File: src/rtl/pwm_multi_pkg.sv
// pwm_multi_pkg: shared types and constants for the multi-channel PWM block.
//   TW        : width of every time quantity (dt, period, on, phase, acc)
//   DEF_N_CH  : default channel count used by the top level
//   CH_BITS   : channel-select width for the default channel count
//   time_t    : unsigned time in emulator LSBs
//   chan_cfg_t: one channel's configuration {en, period, on, phase}
package pwm_multi_pkg;

    localparam int TW       = 24;
    localparam int DEF_N_CH = 4;
    localparam int CH_BITS  = (DEF_N_CH > 1) ? $clog2(DEF_N_CH) : 1;

    typedef logic [TW-1:0] time_t;

    typedef struct packed {
        logic  en;
        time_t period;
        time_t on;
        time_t phase;
    } chan_cfg_t;

    // A channel only runs when enabled with a non-zero period.
    function automatic logic chan_live(input chan_cfg_t c);
        return c.en && (c.period != {TW{1'b0}});
    endfunction

endpackage

File: src/rtl/pwm_multi_chan.sv
// pwm_chan: one PWM channel with shadowed configuration.
//   i_clk, i_rst        : clock, synchronous active-high reset
//   i_cke, i_dt, i_sync : step enable, per-step increment, resync pulse
//   i_wr                : accepted configuration write for this channel
//   i_cfg_*             : configuration payload of that write
//   o_pend              : shadow holds a write not yet applied
//   o_out, o_wrap       : registered PWM output and one-cycle wrap pulse
module pwm_chan
    import pwm_multi_pkg::*;
#(
    parameter int DEF_PERIOD = 1000
) (
    input  logic          i_clk,
    input  logic          i_rst,
    input  logic          i_cke,
    input  logic [TW-1:0] i_dt,
    input  logic          i_sync,
    input  logic          i_wr,
    input  logic          i_cfg_en,
    input  logic [TW-1:0] i_cfg_period,
    input  logic [TW-1:0] i_cfg_on,
    input  logic [TW-1:0] i_cfg_phase,
    output logic          o_pend,
    output logic          o_out,
    output logic          o_wrap
);

    localparam chan_cfg_t RST_CFG = '{en: 1'b0, period: time_t'(DEF_PERIOD),
                                      on: {TW{1'b0}}, phase: {TW{1'b0}}};

    chan_cfg_t r_act;
    chan_cfg_t r_shd;
    logic      r_pend;
    time_t     r_acc;
    logic      r_out;
    logic      r_wrap;

    chan_cfg_t     w_act_nxt;
    time_t         w_acc_nxt;
    logic [TW:0]   w_sum;
    logic [TW:0]   w_rem;
    logic          w_live_cur;
    logic          w_live_nxt;
    logic          w_wrap;
    logic          w_apply;

    // Next-state: wrap detection, shadow apply, accumulator update.
    always_comb begin
        w_live_cur = chan_live(r_act);
        w_sum      = {1'b0, r_acc} + {1'b0, i_dt};
        w_rem      = w_sum - {1'b0, r_act.period};
        // Wrap is judged against the config that was active during the step;
        // a sync replaces the step, so it never wraps.
        w_wrap     = i_cke && !i_sync && w_live_cur && (w_sum >= {1'b0, r_act.period});
        w_apply    = r_pend && (!w_live_cur || w_wrap);
        w_act_nxt  = w_apply ? r_shd : r_act;
        w_live_nxt = chan_live(w_act_nxt);

        if (!w_live_nxt || !w_live_cur) begin
            // Idle channels park at their phase, which also seeds a fresh enable.
            w_acc_nxt = w_act_nxt.phase;
        end else if (i_cke && i_sync) begin
            w_acc_nxt = w_act_nxt.phase;
        end else if (w_wrap) begin
            // An increment of more than a whole period restarts the cycle.
            if (w_rem >= {1'b0, r_act.period}) begin
                w_acc_nxt = {TW{1'b0}};
            end else begin
                w_acc_nxt = w_rem[TW-1:0];
            end
        end else if (i_cke) begin
            w_acc_nxt = w_sum[TW-1:0];
        end else begin
            w_acc_nxt = r_acc;
        end
    end

    // Channel state registers and registered outputs.
    always_ff @(posedge i_clk) begin
        if (i_rst) begin
            r_act  <= RST_CFG;
            r_shd  <= RST_CFG;
            r_pend <= 1'b0;
            r_acc  <= {TW{1'b0}};
            r_out  <= 1'b0;
            r_wrap <= 1'b0;
        end else begin
            r_act <= w_act_nxt;
            // A write is only accepted while nothing is pending, so it never
            // collides with an apply.
            if (i_wr) begin
                r_shd  <= '{en: i_cfg_en, period: i_cfg_period,
                            on: i_cfg_on, phase: i_cfg_phase};
                r_pend <= 1'b1;
            end else if (w_apply) begin
                r_pend <= 1'b0;
            end else begin
                r_pend <= r_pend;
            end
            r_acc  <= w_acc_nxt;
            r_out  <= w_live_nxt && (w_acc_nxt < w_act_nxt.on);
            r_wrap <= w_wrap;
        end
    end

    assign o_pend = r_pend;
    assign o_out  = r_out;
    assign o_wrap = r_wrap;

endmodule

File: src/rtl/pwm_multi.sv
// pwm_multi: N-channel PWM generator with programmable period/on/phase.
//   i_clk, i_rst         : clock, synchronous active-high reset
//   i_cke, i_dt          : emulator step enable and time increment
//   i_sync               : global resync of all running channels to phase
//   i_cfg_valid/o_cfg_ready, i_cfg_ch, i_cfg_en/period/on/phase
//                        : configuration write handshake
//   o_out, o_wrap        : per-channel PWM output and period-wrap pulse
module pwm_multi
    import pwm_multi_pkg::*;
#(
    parameter  int N_CH       = DEF_N_CH,
    parameter  int DEF_PERIOD = 1000,
    localparam int CW         = (N_CH > 1) ? $clog2(N_CH) : 1
) (
    input  logic            i_clk,
    input  logic            i_rst,
    input  logic            i_cke,
    input  logic [TW-1:0]   i_dt,
    input  logic            i_sync,
    input  logic            i_cfg_valid,
    output logic            o_cfg_ready,
    input  logic [CW-1:0]   i_cfg_ch,
    input  logic            i_cfg_en,
    input  logic [TW-1:0]   i_cfg_period,
    input  logic [TW-1:0]   i_cfg_on,
    input  logic [TW-1:0]   i_cfg_phase,
    output logic [N_CH-1:0] o_out,
    output logic [N_CH-1:0] o_wrap
);

    logic [N_CH-1:0] w_pend;
    logic [N_CH-1:0] w_wr;
    logic            w_ch_ok;

    // Handshake: ready tracks the addressed channel's pending bit; writes to
    // a channel that does not exist are accepted and dropped.
    always_comb begin
        w_ch_ok     = (int'(i_cfg_ch) < N_CH);
        o_cfg_ready = w_ch_ok ? !w_pend[i_cfg_ch] : 1'b1;
        for (int c = 0; c < N_CH; c++) begin
            w_wr[c] = i_cfg_valid && o_cfg_ready && (int'(i_cfg_ch) == c);
        end
    end

    for (genvar g = 0; g < N_CH; g++) begin : g_ch
        pwm_chan #(
            .DEF_PERIOD (DEF_PERIOD)
        ) u_chan (
            .i_clk        (i_clk),
            .i_rst        (i_rst),
            .i_cke        (i_cke),
            .i_dt         (i_dt),
            .i_sync       (i_sync),
            .i_wr         (w_wr[g]),
            .i_cfg_en     (i_cfg_en),
            .i_cfg_period (i_cfg_period),
            .i_cfg_on     (i_cfg_on),
            .i_cfg_phase  (i_cfg_phase),
            .o_pend       (w_pend[g]),
            .o_out        (o_out[g]),
            .o_wrap       (o_wrap[g])
        );
    end

endmodule
File: config.mk
export PLATFORM = sky130hd
export DESIGN_NAME = pwm_multi
export DESIGN_NICKNAME = d
export VERILOG_FILES = /design/src/rtl/pwm_multi_pkg.sv /design/src/rtl/pwm_multi_chan.sv /design/src/rtl/pwm_multi.sv
export SDC_FILE = /design/constraint.sdc
export NUM_CORES = 2
export LEC_CHECK = 0
export ABC_AREA = 1
export CAP_MARGIN = 15
export CORE_AREA = 8 8 431 222
export CTS_BUF_LIST = sky130_fd_sc_hd__clkbuf_8 sky130_fd_sc_hd__clkbuf_16
export DETAILED_ROUTE_END_ITERATION = 7
export DIE_AREA = 0 0 439 230
export PLACE_DENSITY = 0.66
export RECOVER_POWER = 25
export SLEW_MARGIN = 15
export SYNTH_ARGS = -nofsm -noshare
export SYNTH_HDL_FRONTEND = slang
export SYNTH_HIERARCHICAL = 1
export SYNTH_SLANG_ARGS = --single-unit
File: constraint.sdc
create_clock -name i_clk -period 8.5 [get_ports i_clk]
set_input_delay 2.125 -clock i_clk [delete_from_list [all_inputs] [get_ports i_clk]]
set_output_delay 2.125 -clock i_clk [all_outputs]
set_load 0.02 [all_outputs]
==> results.sh <==
export IMPL_synth_area_leaders="dfxtp_1 33%, ha_1 11%, nor2_1 10%"
export IMPL_yosysTopAreaCellShare_pct=33.2
export IMPL_finalPower_mw=9.37
export IMPL_p_comb_share_pct=28.8
export IMPL_seq_power_share_pct=36.3
export IMPL_end_kind="register"
export IMPL_cts_made_buffers=66
export IMPL_grt_max_degree=81
export IMPL_vdd_drop_max_mv=0.167
export IMPL_required_ps=9080
export IMPL_clock_root_buffer="clkbuf_16"
export IMPL_grt_pass1_wl_mm=255
export IMPL_insertion_delay_ps=660
export IMPL_ys_seq_elements=692
export IMPL_grt_pass1_vias=41700
export IMPL_critical_path_arrival_ps=8840
export IMPL_cts_htree_levels=3
export IMPL_fin_util_pct=63.5
export IMPL_hold_viol=0
export IMPL_synth_area_leader_cell="dfxtp_1"
export IMPL_clk_pin_slew_ps=60
export IMPL_final_nets=7469
export IMPL_layout_setup_ws_ps=242
export IMPL_wirelength_mm=175
export IMPL_crit_path_max_incr_delay_ps=330
export IMPL_drc=0
export IMPL_rows=78
export IMPL_dp_slack_ps=-1250
export IMPL_areaGrowthSynthToFinish_pct=36.2
export IMPL_max_freq_mhz=121
export IMPL_viasPerCell=5.51
export IMPL_min_path_type="register to register"
export IMPL_dieArea_mm2=0.101
export IMPL_synth_avg_cell_area_um2=7.10
export IMPL_antenna_found_initial=23
export IMPL_drive_gt1_share_pct=25.4
export IMPL_violations="max-capacitance violations, max-slew violations"
export IMPL_io_pins=113
export IMPL_synth_most_common_cell="nor2_1"
export IMPL_wl_per_cell_um=21.3
export IMPL_coreArea_mm2=0.0896
export IMPL_skew_ps=29.0
export IMPL_overflow=0
export IMPL_syn_area_mm2=0.0418
export IMPL_clock_sinks=692
export IMPL_fin_area_mm2=0.0569
export IMPL_numPortBuffers=112
export IMPL_min_period_over_period_pct=97.2
export IMPL_synth_edf_count=0
export IMPL_layoutNonFillerInstCount=8236
export IMPL_dp_cells=8015
export IMPL_max_cap_viol_count=5
export IMPL_gp_congestion=0.984
export IMPL_vias=45400
export IMPL_clkPwrFrac_pct=34.9
export IMPL_firstDrtPassIters=6
export IMPL_maxSlewHeadroom_pct=-141
export IMPL_ant_nets=0
export IMPL_p_int_mw=6.42
export IMPL_power_density_mw_per_mm2=165
export IMPL_synthCells=5878
export IMPL_die_x_um=439
export IMPL_p_switching_mw=2.95
export IMPL_worst_pin_slew_ps=3620
export IMPL_outcome="complete, but fails checks"
export IMPL_slew_violations=342
export IMPL_leakagePower_nw=29.1
export IMPL_worstSetupPathType="primary input to register"
export IMPL_yosys_most_used_dff="dfxtp_1"
export IMPL_finalSetupTns_ps=0
export IMPL_finalSetupViolCount=0
export IMPL_netlist_top_cells_count="1,120 x nor2_1, 952 x nand2_1, 692 x dfxtp_1, 554 x inv_1, 495 x o21ai_0"
export IMPL_postCtsHoldBufs=0
export IMPL_crit_slowest_cell="ha_1"
export IMPL_rsz0062_at_grt="true"
export IMPL_ys_seq_area_share_pct=33.2
export IMPL_cts_tree="built"
export IMPL_syn_nets=6370
export IMPL_grt_usage_pct=32.6
export IMPL_synthArstFlopShare_pct=0
export IMPL_swShare_pct=31.5
export IMPL_ys_types=64
export IMPL_start_kind="primary input"
export IMPL_dieHeight_um=230
export IMPL_hold_ws_ps=462
export IMPL_cp_max_fo=7
export IMPL_drt_first_iter_violations=5441
export IMPL_synth_warnings=6
export IMPL_crit_top_cell="nand2_1"
export IMPL_clockBufferDepth=3
export IMPL_hpwl_mm=131
export IMPL_initial_core_util_pct=46.6
export IMPL_finalWorstPathRequiredPeriod_ps=8260
export IMPL_place_area_mm2=0.0516
==> critical path: cells and delay by family <==
kind / cells / cell delay [ps]
fa+ha+maj: 3 / 760
buf+inv: 10 / 1180
xor+xnor: 1 / 200
compound gates: 13 / 1990
simple gates: 22 / 2530
==> cells in the final DEF (no fill, tap or decap), types with 14 or more instances in the layout <==
cell type / n
dfxtp_1: 692
o21ai_0: 456
o21bai_1: 15
nand2_1: 900
a21oi_2: 66
buf_6: 22
a31oi_1: 15
inv_1: 549
o311ai_1: 16
nor2_1: 1088
nand3_1: 185
clkdlybuf4s50_1: 92
xor2_2: 20
inv_2: 24
ha_4: 39
xnor2_1: 63
ha_1: 338
nand2_2: 77
o21ai_1: 75
a21oi_1: 316
buf_4: 1097
clkbuf_16: 71
nand4_1: 62
or2_2: 82
nor2_4: 14
nand3_2: 17
mux2i_1: 129
a211oi_1: 24
xor2_1: 82
o211ai_1: 23
o21ai_2: 32
buf_12: 30
nor4_1: 15
nor2_2: 20
==> flip-flops by register name (all words and copies together) (netlist names) <==
register,flops
g_ch.u_chan/r_acc,96
g_ch.u_chan/o_pend,4
g_ch.u_chan/r_shd,292
g_ch.u_chan/o_wrap,4
g_ch.u_chan/o_out,4
g_ch.u_chan/r_act,292
==> logic make-up after synthesis <==
logic type               count (synthesis)  synth area share [%]
AND/OR/NAND/NOR                       2529                  25.2
XOR/XNOR                               179                  3.75
buffers and inverters                  811                  7.79
adder cells (fa/ha/maj)                388                  11.8
AO/OA/AOI/OAI                         1148                  15.2
flip-flops                             692                  33.2
multiplexers                           131                  3.14
==> power by group through the flow <==
stage / sequential, mW / clock (mW) / combinational, mW
6_report: 3.40 / 3.27 / 2.70
5_1_grt: 3.41 / 3.43 / 2.90
4_1_cts: 3.40 / 3.29 / 2.43
3_5_place_dp: 3.47 / 0 / 2.33
3_3_place_gp: 3.47 / 0 / 2.31
2_1_floorplan: 3.45 / 0 / 1.14
==> area by class of cell <==
type | count | area [um^2]
Multi-Input combinational cell | 4376 | 26700
Clock buffer | 81 | 1890
Tap cell | 1200 | 1500
Timing Repair Buffer | 1270 | 10300
Clock inverter | 39 | 463
Sequential cell | 692 | 13900
Fill cell | 7881 | 32700
Inverter | 570 | 2160
Timing Repair inverter | 1 | 6.26
Antenna cell | 7 | 17.5
==> repair_timing <==
item,in CTS,in global routing
gates cloned,2,4
gates resized for setup,130,381
pin swaps,42,199
setup buffers,34,56
setup endpoints to repair,4,4
==> worst paths after layout <==
check                           startpoint                  endpoint  slack, ps  cells past startpoint
setup / recovery                   i_dt[2]      g_ch[3].u_chan/o_out        240                     49
hold / removal    g_ch[2].u_chan/r_shd[56]  g_ch[2].u_chan/r_shd[56]        460                      2
setup reg to reg   g_ch[1].u_chan/r_acc[6]      g_ch[1].u_chan/o_out       1680                     48
hold reg to reg   g_ch[2].u_chan/r_shd[56]  g_ch[2].u_chan/r_shd[56]        460                      2
==> routing by layer <==
layer	part of all wire [%]	vias up	GRT usage [%]
li1	-	21600	-
met5	0.066	-	0
met3	13	261	11.2
met1	45	21500	48.1
met2	38	2041	43.7
met4	3.3	16	10.2
Note: power is estimated with default switching activity, not from simulation.
